<file path="config.mk">
export PLATFORM = sky130hd
export DESIGN_NAME = speed_display_flat
export DESIGN_NICKNAME = d
export VERILOG_FILES = /design/src/rtl/speed_display_if.sv /design/src/rtl/speed_display.sv /design/src/flat_wrapper.sv
export SDC_FILE = /design/constraint.sdc
export NUM_CORES = 1
export LEC_CHECK = 0
export ABC_CLOCK_PERIOD_IN_PS = 3500
export BUFFER_PORTS_ARGS = -buffer_cell sky130_fd_sc_hd__buf_2
export CORE_ASPECT_RATIO = 0.75
export CORE_UTILIZATION = 35
export CTS_CLUSTER_SIZE = 40
export DETAILED_ROUTE_END_ITERATION = 6
export PLACE_DENSITY_LB_ADDON = 0.1
export SLEW_MARGIN = 20
export SYNTH_ARGS = -nofsm -noshare
export SYNTH_HDL_FRONTEND = slang
export SYNTH_SLANG_ARGS = --single-unit
</file>
<file path="constraint.sdc">
create_clock -name clk -period 3.5 [get_ports clk]
set_clock_uncertainty 0.1 [all_clocks]
set_input_delay 0.7 -clock clk [delete_from_list [all_inputs] [get_ports clk]]
set_output_delay 0.7 -clock clk [all_outputs]
set_load 0.01 [all_outputs]
</file>
<file path="src/rtl/speed_display_if.sv">
// Bundles the speed-result input and the display/status outputs of speed_display.
// master drives speed/done and observes the outputs; slave is the display block.
// Combinational wiring only, no storage.
interface speed_display_if #(
  parameter int WIDTH_SPEED = 14
);
  logic [WIDTH_SPEED-1:0] speed;
  logic                   done;
  logic [15:0]            bcd;
  logic                   valid;
  logic                   busy;
  logic                   overspeed;
  logic                   sat;
  logic [6:0]             seg;
  logic [3:0]             an;

  modport master (
    output speed, done,
    input  bcd, valid, busy, overspeed, sat, seg, an
  );

  modport slave (
    input  speed, done,
    output bcd, valid, busy, overspeed, sat, seg, an
  );
endinterface

</file>
<file path="src/rtl/speed_display.sv">
// Captures a speed result on done's rising edge, converts it to BCD by double-dabble, scans a 4-digit display.
// Latency: new bcd/flags visible 15 clocks after the capture edge; seg/an change one edge after bcd/index change.
// No backpressure: a done edge arriving while a conversion is running is dropped, not queued.
module speed_display #(
  parameter int WIDTH_SPEED = 14,
  parameter int SYS_FREQ    = 50000000,
  parameter int FRAME_HZ    = 250,
  parameter int SPEED_LIMIT = 60
) (
  input  logic            clk,
  input  logic            reset,
  speed_display_if.slave  bus
);

  localparam int DIG_TICKS = SYS_FREQ / (4 * FRAME_HZ);
  localparam int TW        = (DIG_TICKS > 1) ? $clog2(DIG_TICKS) : 1;
  localparam logic [TW-1:0] TICK_LAST = TW'(DIG_TICKS - 1);
  localparam logic [4:0]    ITER_LAST = 5'(WIDTH_SPEED - 1);

  typedef enum logic [1:0] {IDLE, SHIFT, UPDATE} state_t;

  state_t                 state_q, state_d;
  logic [WIDTH_SPEED-1:0] shreg_q, shreg_d;
  logic [15:0]            scr_q, scr_d, adj;
  logic [4:0]             cnt_q, cnt_d;
  logic                   sat_n_q, sat_n_d, ovs_n_q, ovs_n_d;
  logic [15:0]            bcd_q, bcd_d;
  logic                   valid_q, valid_d, busy_q, busy_d;
  logic                   ovs_q, ovs_d, sat_q, sat_d;
  logic                   done_q;
  logic [TW-1:0]          tick_q, tick_d;
  logic [1:0]             idx_q, idx_d;
  logic [6:0]             seg_q, seg_d;
  logic [3:0]             digit;
  logic                   blank;
  logic [31:0]            speed_ext;
  logic                   start;

  assign speed_ext = 32'(bus.speed);
  assign start     = bus.done & ~done_q;

  // Active-low {g..a} pattern for one decimal digit.
  function automatic logic [6:0] enc7(input logic [3:0] d);
    case (d)
      4'd0:    enc7 = 7'b1000000;
      4'd1:    enc7 = 7'b1111001;
      4'd2:    enc7 = 7'b0100100;
      4'd3:    enc7 = 7'b0110000;
      4'd4:    enc7 = 7'b0011001;
      4'd5:    enc7 = 7'b0010010;
      4'd6:    enc7 = 7'b0000010;
      4'd7:    enc7 = 7'b1111000;
      4'd8:    enc7 = 7'b0000000;
      4'd9:    enc7 = 7'b0010000;
      default: enc7 = 7'b1111111;
    endcase
  endfunction

  // Conversion FSM: capture, one double-dabble iteration per clock, then publish.
  always_comb begin
    state_d = state_q;
    shreg_d = shreg_q;
    scr_d   = scr_q;
    cnt_d   = cnt_q;
    sat_n_d = sat_n_q;
    ovs_n_d = ovs_n_q;
    bcd_d   = bcd_q;
    valid_d = valid_q;
    busy_d  = busy_q;
    ovs_d   = ovs_q;
    sat_d   = sat_q;
    adj     = scr_q;
    for (int k = 0; k < 4; k++) begin
      if (scr_q[4*k +: 4] >= 4'd5) adj[4*k +: 4] = scr_q[4*k +: 4] + 4'd3;
    end
    case (state_q)
      IDLE: begin
        if (start) begin
          // Clamp before converting so the 4 BCD digits cannot overflow.
          shreg_d = (speed_ext > 32'd9999) ? WIDTH_SPEED'(9999) : bus.speed;
          scr_d   = '0;
          sat_n_d = (speed_ext > 32'd9999);
          ovs_n_d = (speed_ext > 32'(SPEED_LIMIT));
          cnt_d   = '0;
          busy_d  = 1'b1;
          state_d = SHIFT;
        end
      end
      SHIFT: begin
        {scr_d, shreg_d} = {adj[14:0], shreg_q, 1'b0};
        if (cnt_q == ITER_LAST) state_d = UPDATE;
        else                    cnt_d   = cnt_q + 5'd1;
      end
      UPDATE: begin
        bcd_d   = scr_q;
        ovs_d   = ovs_n_q;
        sat_d   = sat_n_q;
        valid_d = 1'b1;
        busy_d  = 1'b0;
        state_d = IDLE;
      end
      default: state_d = IDLE;
    endcase
  end

  // Display scan: free-running digit timer; seg built from next-state values so it moves with an.
  always_comb begin
    tick_d = (tick_q == TICK_LAST) ? '0 : tick_q + TW'(1);
    idx_d  = (tick_q == TICK_LAST) ? idx_q + 2'd1 : idx_q;
    digit  = bcd_d[4*idx_d +: 4];
    blank  = 1'b0;
    case (idx_d)
      2'd1:    blank = (bcd_d[15:4]  == 12'd0);
      2'd2:    blank = (bcd_d[15:8]  == 8'd0);
      2'd3:    blank = (bcd_d[15:12] == 4'd0);
      default: blank = 1'b0;
    endcase
    seg_d = blank ? 7'b1111111 : enc7(digit);
  end

  // State and output registers with synchronous reset.
  always_ff @(posedge clk) begin
    if (reset) begin
      state_q <= IDLE;
      shreg_q <= '0;
      scr_q   <= '0;
      cnt_q   <= '0;
      sat_n_q <= 1'b0;
      ovs_n_q <= 1'b0;
      bcd_q   <= '0;
      valid_q <= 1'b0;
      busy_q  <= 1'b0;
      ovs_q   <= 1'b0;
      sat_q   <= 1'b0;
      done_q  <= 1'b0;
      tick_q  <= '0;
      idx_q   <= '0;
      seg_q   <= 7'b1000000;
    end else begin
      state_q <= state_d;
      shreg_q <= shreg_d;
      scr_q   <= scr_d;
      cnt_q   <= cnt_d;
      sat_n_q <= sat_n_d;
      ovs_n_q <= ovs_n_d;
      bcd_q   <= bcd_d;
      valid_q <= valid_d;
      busy_q  <= busy_d;
      ovs_q   <= ovs_d;
      sat_q   <= sat_d;
      done_q  <= bus.done;
      tick_q  <= tick_d;
      idx_q   <= idx_d;
      seg_q   <= seg_d;
    end
  end

  assign bus.bcd       = bcd_q;
  assign bus.valid     = valid_q;
  assign bus.busy      = busy_q;
  assign bus.overspeed = ovs_q;
  assign bus.sat       = sat_q;
  assign bus.seg       = seg_q;
  assign bus.an        = ~(4'b0001 << idx_q);

endmodule

</file>
<file path="src/flat_wrapper.sv">
// flat-port wrapper written by rule: the top's interface ports become plain ports
module speed_display_flat 
#(
  parameter int WIDTH_SPEED = 14,
  parameter int SYS_FREQ    = 50000000,
  parameter int FRAME_HZ    = 250,
  parameter int SPEED_LIMIT = 60
)
  (clk, reset, bus_speed, bus_done, bus_bcd, bus_valid, bus_busy, bus_overspeed, bus_sat, bus_seg, bus_an);
  speed_display_if #(.WIDTH_SPEED(WIDTH_SPEED)) bus_i ();
  input  logic clk;
  input  logic reset;
  input wire logic [$bits(bus_i.speed)-1:0] bus_speed;
  input wire logic [$bits(bus_i.done)-1:0] bus_done;
  output wire logic [$bits(bus_i.bcd)-1:0] bus_bcd;
  output wire logic [$bits(bus_i.valid)-1:0] bus_valid;
  output wire logic [$bits(bus_i.busy)-1:0] bus_busy;
  output wire logic [$bits(bus_i.overspeed)-1:0] bus_overspeed;
  output wire logic [$bits(bus_i.sat)-1:0] bus_sat;
  output wire logic [$bits(bus_i.seg)-1:0] bus_seg;
  output wire logic [$bits(bus_i.an)-1:0] bus_an;
  assign bus_i.speed = bus_speed;
  assign bus_i.done = bus_done;
  assign bus_bcd = bus_i.bcd;
  assign bus_valid = bus_i.valid;
  assign bus_busy = bus_i.busy;
  assign bus_overspeed = bus_i.overspeed;
  assign bus_sat = bus_i.sat;
  assign bus_seg = bus_i.seg;
  assign bus_an = bus_i.an;
  speed_display #(.WIDTH_SPEED(WIDTH_SPEED), .SYS_FREQ(SYS_FREQ), .FRAME_HZ(FRAME_HZ), .SPEED_LIMIT(SPEED_LIMIT)) u_core (.clk(clk), .reset(reset), .bus(bus_i));
endmodule
</file>
==> results.py, run 1 <==
metrics = {
    "logic_synthesis": {
        "ys_seq_area_share_pct": 38.7,
        "synth_fp_nets": 547,
        "synth_ff_type": "dfxtp_1",
        "ys_ff_latch": 85,
        "synth_common_cells": "85 x dfxtp_1, 51 x a21oi_1, 47 x nor2_1",
        "ys_async_sr_fraction_pct": 0,
        "yosys.area.top_type": "dfxtp_1",
        "synthCells": 510,
        "yosys_warnings": 0,
        "yosysMostFrequentCell": "dfxtp_1",
        "syn_area_um2": 4400,
        "synth.area.top_cells": "dfxtp_1 39%, a21oi_1 5.8%, ha_1 5.7%",
        "synth_area_per_cell_um2": 8.62,
        "yosysUniqueCellTypes": 58,
        "synth_top_area_share_pct": 38.7,
        "synth_edf_count": 0,
    },
    "routing": {
        "drt_iter0_drc": 317,
        "drc_errors": 0,
        "drt_wl_total_um": 11800,
        "antenna_left": 0,
        "drt-met1-wl_um": 6360,
        "route.met3.wl_um": 631,
        "top_layer_used": "met4",
        "avgRoutedWirePerCell_um": 16.2,
        "route.vias.total": 3928,
        "viasPerCell": 5.40,
        "dr.pass1.iters": 5,
        "met2_length_um": 4700,
    },
    "global_routing": {
        "grt_max_degree": 46,
        "grt_first_pass_wirelength_um": 19100,
        "overflow": 0,
        "antenna_found_initial": 0,
        "grt_util_all_layers_pct": 18.5,
        "grt_pass1_vias": 3556,
    },
    "setup_path": {
        "cp.arrival_ps": 2940,
        "required_ps": 3580,
        "setup.worst_path.start_class": "flip-flop",
        "max_stage_delay_ps": 560,
        "cp-end-kind": "flip-flop",
        "crit_slowest_cell": "mux4_2",
        "critical_path_class": "reg2reg",
        "cp_cell_sequence": "inv_2, ha_1, inv_2, mux4_2, mux4_2, a31oi_1, o21a_1, o211ai_1",
        "crit_buf_inv": 2,
        "path_max_fanout": 10,
        "cp_top_family": "multiplexers",
    },
    "finish": {
        "area_delta_synth_final_pct": 17.6,
        "final_area_um2": 5170,
        "utilization_pct": 42.2,
        "drive_gt1_share_pct": 16.3,
        "final_nets": 592,
    },
    "sta": {
        "worst_slew_pin_slew_ps": 870,
        "maxSlewViolCount": 0,
        "slew-limit-headroom_pct": 42.0,
        "max_clock_freq_mhz": 349,
        "period_minus_slack_ps": 2860,
        "setup_viol": 0,
        "finalSetupTns_ps": 0,
        "min_period_over_period_pct": 81.8,
        "rsz0062_at_grt": "false",
        "hold_viol": 0,
    },
    "place": {
        "portBuffers": 47,
        "dp_hpwl_um": 8430,
        "globalplace.congestion": 0.856,
        "place_area_um2": 4830,
    },
    "power": {
        "leakagePower_nw": 2.07,
        "powerDensity_nw_per_um2": 432,
        "p_total_mw": 2.23,
        "ir_drop_mv": 0.256,
    },
    "clock_tree": {
        "cts_made_buffers": 9,
        "cts.sinks": 85,
        "cts_buffer_depth": 2,
        "hold_buffers": 0,
        "cts_resized": 0,
        "cts_setup_buffers": 0,
        "cts_tree": "built",
        "htreeDepth": 3,
        "insertion_delay_ps": 340,
        "clkTransAtPathRegs_ps": 60,
        "clock-root-buffer": "clkbuf_16",
    },
    "floorplanning": {
        "start_util_pct": 35.9,
        "die_w_um": 131,
        "pin_count": 48,
        "rows": 35,
        "core_area_um2": 12300,
        "die_h_um": 99.1,
        "die-area_um2": 13000,
    },
    "worst_hold_path": {
        "min_path_type": "reg2reg",
    },
    "run": {
        "maxCapViolations": 0,
    },
    "status": {
        "outcome": "finished, final reports clean",
    },
}
-- worst paths after layout --
path | startpoint | endpoint | slack [ps] | cells past startpoint
hold reg to reg | u_core.bus.overspeed$_SDFFE_PP0P_ | u_core.bus.overspeed$_SDFFE_PP0P_ | 350 | 2
hold / removal | u_core.bus.overspeed$_SDFFE_PP0P_ | u_core.bus.overspeed$_SDFFE_PP0P_ | 350 | 2
setup reg to reg | u_core.idx_q[1]$_SDFF_PP0_ | u_core.bus.seg[6]$_SDFF_PP1_ | 640 | 8
setup / recovery | u_core.idx_q[1]$_SDFF_PP0_ | u_core.bus.seg[6]$_SDFF_PP1_ | 640 | 8
-- flip-flops by register name, summed over array words and instances (netlist names) --
| name | cells |
|---|---|
| u_core.state_q | 2 |
| u_core.bus.sat | 1 |
| u_core.ovs_n_q | 1 |
| u_core.tick_q | 16 |
| u_core.idx_q | 2 |
| u_core.bus.bcd | 16 |
| u_core.bus.valid | 1 |
| u_core.cnt_q | 5 |
| u_core.scr_q | 16 |
| u_core.done_q | 1 |
| u_core.sat_n_q | 1 |
| u_core.bus.seg | 7 |
| u_core.bus.busy | 1 |
| u_core.bus.overspeed | 1 |
| u_core.shreg_q | 14 |
-- per-stage QoR --
step | instances | hold slack [ps] | worst slack [ps]
finish | 727 | 351 | 639
global route | 726 | 375 | 439
CTS | 726 | 356 | 636
detailed placement | 710 | 347 | 641
global placement | 710 | 339 | 729
floorplan | 510 | 329 | 587
-- area by class of cell --
cell class	instances	area, um^2
timing repair buffer	64	363
antenna	1	2.50
clock inverter	5	108
clock buffer	11	233
tap	166	208
fill	1263	7090
multi-input combinational	373	2470
inverter	22	82.6
sequential	85	1700
-- worst reg2reg max path, stage by stage (launching register included) --
cell and delay (ps):
dfxtp_1 320, inv_2 180, ha_1 360, inv_2 200
mux4_2 560, mux4_2 550, a31oi_1 220, o21a_1 150
o211ai_1 70
-- per-layer routing --
metal	GRT usage, %	vias up
met5	0	-
met4	5.72	0
met3	4.89	11
met2	25.5	103
met1	27.6	1871
li1	-	1943
-- cell usage in the layout (no fill, tap or decap), types with 17 or more instances in the layout --
master and n:
nor3_1 20, buf_4 17, dfxtp_1 85, nand3_1 18, nor2_1 47, buf_2 47
inv_1 19, nand2_1 44, o21ai_0 23, a21oi_1 51, ha_1 20
-- cell families after synthesis --
| group | count (synthesis) | share of synthesized area [%] |
|---|---|---|
| AND/OR/NAND/NOR | 182 | 21.1 |
| AO/OA/AOI/OAI | 130 | 18.6 |
| flip-flops | 85 | 38.7 |
| buffers and inverters | 52 | 5.07 |
| XOR/XNOR | 23 | 4.58 |
| adder cells (fa/ha/maj) | 20 | 5.69 |
| multiplexers | 18 | 6.35 |
-- power by group --
| group | total (mW) | switching (mW) | leakage [nW] | internal [mW] |
|---|---|---|---|---|
| logic | 0.122 | 0.0824 | 1.22 | 0.0397 |
| clock network | 1.11 | 0.408 | 0.164 | 0.703 |
| registers | 1.00 | 0.0128 | 0.688 | 0.987 |
| total | 2.23 | 0.503 | 2.07 | 1.73 |
No activity file was read; power rests on OpenSTA's default activity.
==> inputs of run 2 (changes only) <==
--- a/config.mk
+++ b/config.mk
@@ -5,7 +5,8 @@
 export SDC_FILE = /design/constraint.sdc
 export NUM_CORES = 1
 export LEC_CHECK = 0
-export ABC_CLOCK_PERIOD_IN_PS = 3500
+export ABC_AREA = 1
+export ABC_CLOCK_PERIOD_IN_PS = 2400
 export BUFFER_PORTS_ARGS = -buffer_cell sky130_fd_sc_hd__buf_2
 export CORE_ASPECT_RATIO = 0.75
 export CORE_UTILIZATION = 35
==> constraint.sdc (replaced) <==
create_clock -name clk -period 2.4 [get_ports clk]
set_clock_uncertainty 0.1 [all_clocks]
set_input_delay 0.48 -clock clk [delete_from_list [all_inputs] [get_ports clk]]
set_output_delay 0.48 -clock clk [all_outputs]
set_load 0.01 [all_outputs]
==> run 2 against run 1 <==
  * Critical path depth up 9
  * Sequential share of layout area down 0.67 points
  * Sequential power up 46%
  * Utilization up 2.3 points
  * Register-to-register slack worse by 510 ps
  * Wire length down 7.4%
  * Critical path type unchanged
  * Critical endpoint is now u_core.bus.seg[4]$_SDFF_PP0_
==> results.py, run 2 <==
metrics = {
    "floorplanning": {
        "pin_count": 48,
        "die_h_um": 98.9,
        "start_util_pct": 36.8,
        "rows": 34,
        "core_area_um2": 11900,
        "die_w_um": 131,
        "die-area_um2": 13000,
    },
    "finish": {
        "layout_common_cells": "126 x nand2_1, 82 x dfxtp_1, 66 x inv_1",
        "final_nets": 708,
        "fillers": 1222,
        "drive_gt1_share_pct": 21.9,
        "final_common_cell": "nand2_1",
        "diodes": 0,
        "utilization_pct": 44.5,
        "area_delta_synth_final_pct": 21.0,
    },
    "power": {
        "sequentialPowerShare_pct": 49.3,
        "p_sw_share_pct": 24.6,
        "power_switching_mw": 0.730,
        "leakagePower_nw": 2.25,
        "p_clk_share_pct": 44.5,
        "powerDensity_nw_per_um2": 560,
        "comb_power_share_pct": 6.1,
        "ir_drop_mv": 0.325,
        "intPower_mw": 2.24,
    },
    "routing": {
        "antenna_left": 0,
        "drt_iter0_drc": 282,
        "drt_wl_total_um": 10900,
        "viasPerCell": 4.75,
        "avgRoutedWirePerCell_um": 13.0,
        "route.vias.total": 3981,
        "dr.pass1.iters": 5,
        "drc_errors": 0,
    },
    "sta": {
        "max_clock_freq_mhz": 440,
        "min_period_over_period_pct": 94.7,
        "timing.hold.ws_ps": 290,
        "period_minus_slack_ps": 2270,
        "hold_viol": 0,
        "maxSlewViolCount": 0,
        "worst_slew_pin_slew_ps": 599,
        "setup_viol": 0,
        "slew-limit-headroom_pct": 60.0,
    },
    "clock_tree": {
        "htreeDepth": 3,
        "cts_buffer_depth": 2,
        "clock-root-buffer": "clkbuf_16",
        "cts.sinks": 85,
        "clkTransAtPathRegs_ps": 60,
        "cts_made_buffers": 9,
        "cts_tree": "built",
        "insertion_delay_ps": 340,
        "hold_buffers": 0,
    },
    "place": {
        "dp_hpwl_um": 7900,
        "portBuffers": 47,
        "globalplace.congestion": 0.779,
    },
    "logic_synthesis": {
        "synth_fp_nets": 648,
        "yosysMostFrequentCell": "nand2_1",
        "ys_ff_latch": 85,
        "synthCells": 611,
        "ys_seq_area_share_pct": 38.8,
        "synth_edf_count": 0,
        "yosys_warnings": 0,
        "synth.area.top_cells": "dfxtp_1 39%, nand2_1 11%, inv_1 5.9%",
        "yosysUniqueCellTypes": 39,
        "syn_area_um2": 4380,
        "ys_async_sr_fraction_pct": 0,
        "yosys.area.top_type": "dfxtp_1",
        "synth_area_per_cell_um2": 7.17,
        "synth_common_cells": "129 x nand2_1, 85 x dfxtp_1, 69 x inv_1",
        "synth_ff_type": "dfxtp_1",
        "synth_top_area_share_pct": 38.8,
    },
    "setup_path": {
        "critPathMostFrequentCell": "nand2_1",
        "cp_top_family": "simple AND/OR/NAND/NOR gates",
        "cp_cell_sequence": "ha_4, nand3_4, nor2_4, nand2_2, nand2_4, nand2_8, nand2_4, o21ai_2, nand2_1, nand2_2, inv_4, ha_1, nand3_2, nand2_1, nand2_1, nor2_1, nor2_1",
        "cp-end-kind": "flip-flop",
        "crit_buf_inv": 1,
        "cp.arrival_ps": 2370,
        "required_ps": 2500,
        "setup.worst_path.start_class": "flip-flop",
        "crit_slowest_cell": "dfxtp_2",
        "path_max_fanout": 8,
        "critical_path_class": "reg2reg",
        "max_stage_delay_ps": 350,
    },
    "global_routing": {
        "grt_max_degree": 54,
        "overflow": 0,
        "grt_pass1_vias": 3652,
        "grt_util_all_layers_pct": 17.4,
        "antenna_found_initial": 0,
        "grt_first_pass_wirelength_um": 18000,
    },
    "run": {
        "maxCapViolations": 0,
    },
    "status": {
        "outcome": "finished, final reports clean",
    },
    "worst_hold_path": {
        "min_path_type": "in2reg",
    },
}
## run 2: cells by family after synthesis
| logic type | share of synthesized area [%] |
|---|---|
| AOI/OAI and AO/OA | 12.1 |
| and+or+nand+nor | 33.5 |
| adders and majority gates | 5.71 |
| DFF | 38.8 |
| buffers and inverters | 8.80 |
| xor gates and xnor gates | 1.00 |
## run 2: power by group through the flow
stage,Combinational [mW],Sequential (mW),Clock (mW)
final,0.182,1.46,1.32
after global routing,0.210,1.47,1.42
after floorplan,0.115,1.49,0
after CTS,0.179,1.46,1.37
after global placement,0.177,1.49,0
after detailed placement,0.179,1.49,0
## run 2: what timing repair did
item	4_1_cts	5_1_grt
setup buffers	0	3
gates resized for setup	2	33
pin swaps	2	6
endpoints found under the setup margin	3	8
## run 2: final timing paths
kind / endpoint / startpoint / slack (ps) / depth (start not counted)
worst max-delay path: u_core.bus.seg[4]$_SDFF_PP0_ / u_core.tick_q[1]$_SDFF_PP0_ / 130 / 17
worst min-delay path: u_core.done_q$_SDFF_PP0_ / bus_done / 290 / 3
worst max register to register: u_core.bus.seg[4]$_SDFF_PP0_ / u_core.tick_q[1]$_SDFF_PP0_ / 130 / 17
worst min register to register: u_core.bus.valid$_SDFFE_PP0P_ / u_core.bus.valid$_SDFFE_PP0P_ / 370 / 2
## run 2: per-stage QoR
stage | TNS (ps) | total power [mW] | setup slack [ps] | std cells | instance area, um^2
after detailed placement | -47.6 | 1.67 | -47.6 | 819 | 4850
after CTS | 0 | 3.01 | 24.8 | 835 | 5150
after global placement | 0 | 1.67 | 32.5 | 819 | 4850
final | 0 | 2.97 | 128 | 838 | 5300
after floorplan | 0 | 1.60 | 97.0 | 611 | 4380
after global routing | -65.6 | 3.09 | -43.7 | 838 | 5300
## run 2: per-layer routing
| layer | part of all wire (%) | up-vias | global-route usage, % | routed length (um) |
|---|---|---|---|---|
| li1 | - | 2100 | - | - |
| met1 | 55 | 1786 | 25.7 | 5980 |
| met2 | 40 | 81 | 24.7 | 4330 |
| met3 | 4.6 | 14 | 3.86 | 499 |
| met4 | 1.1 | 0 | 5.25 | 116 |
| met5 | 0 | - | 0 | 0 |
## run 2: area by class of cell
type | count | area, um^2 | share of cell area [%]
Timing Repair Buffer | 68 | 397 | 7.48
Sequential cell | 85 | 1710 | 32.2
Tap cell | 162 | 203 | 3.82
Clock inverter | 6 | 47.5 | 0.897
Clock buffer | 10 | 239 | 4.51
Multi-Input combinational cell | 431 | 2420 | 45.6
Inverter | 76 | 290 | 5.48
## run 2: tightest hold or removal path, cell delays in order
cell	delay (ps)
buf_2	70
inv_1	60
nor2_1	80
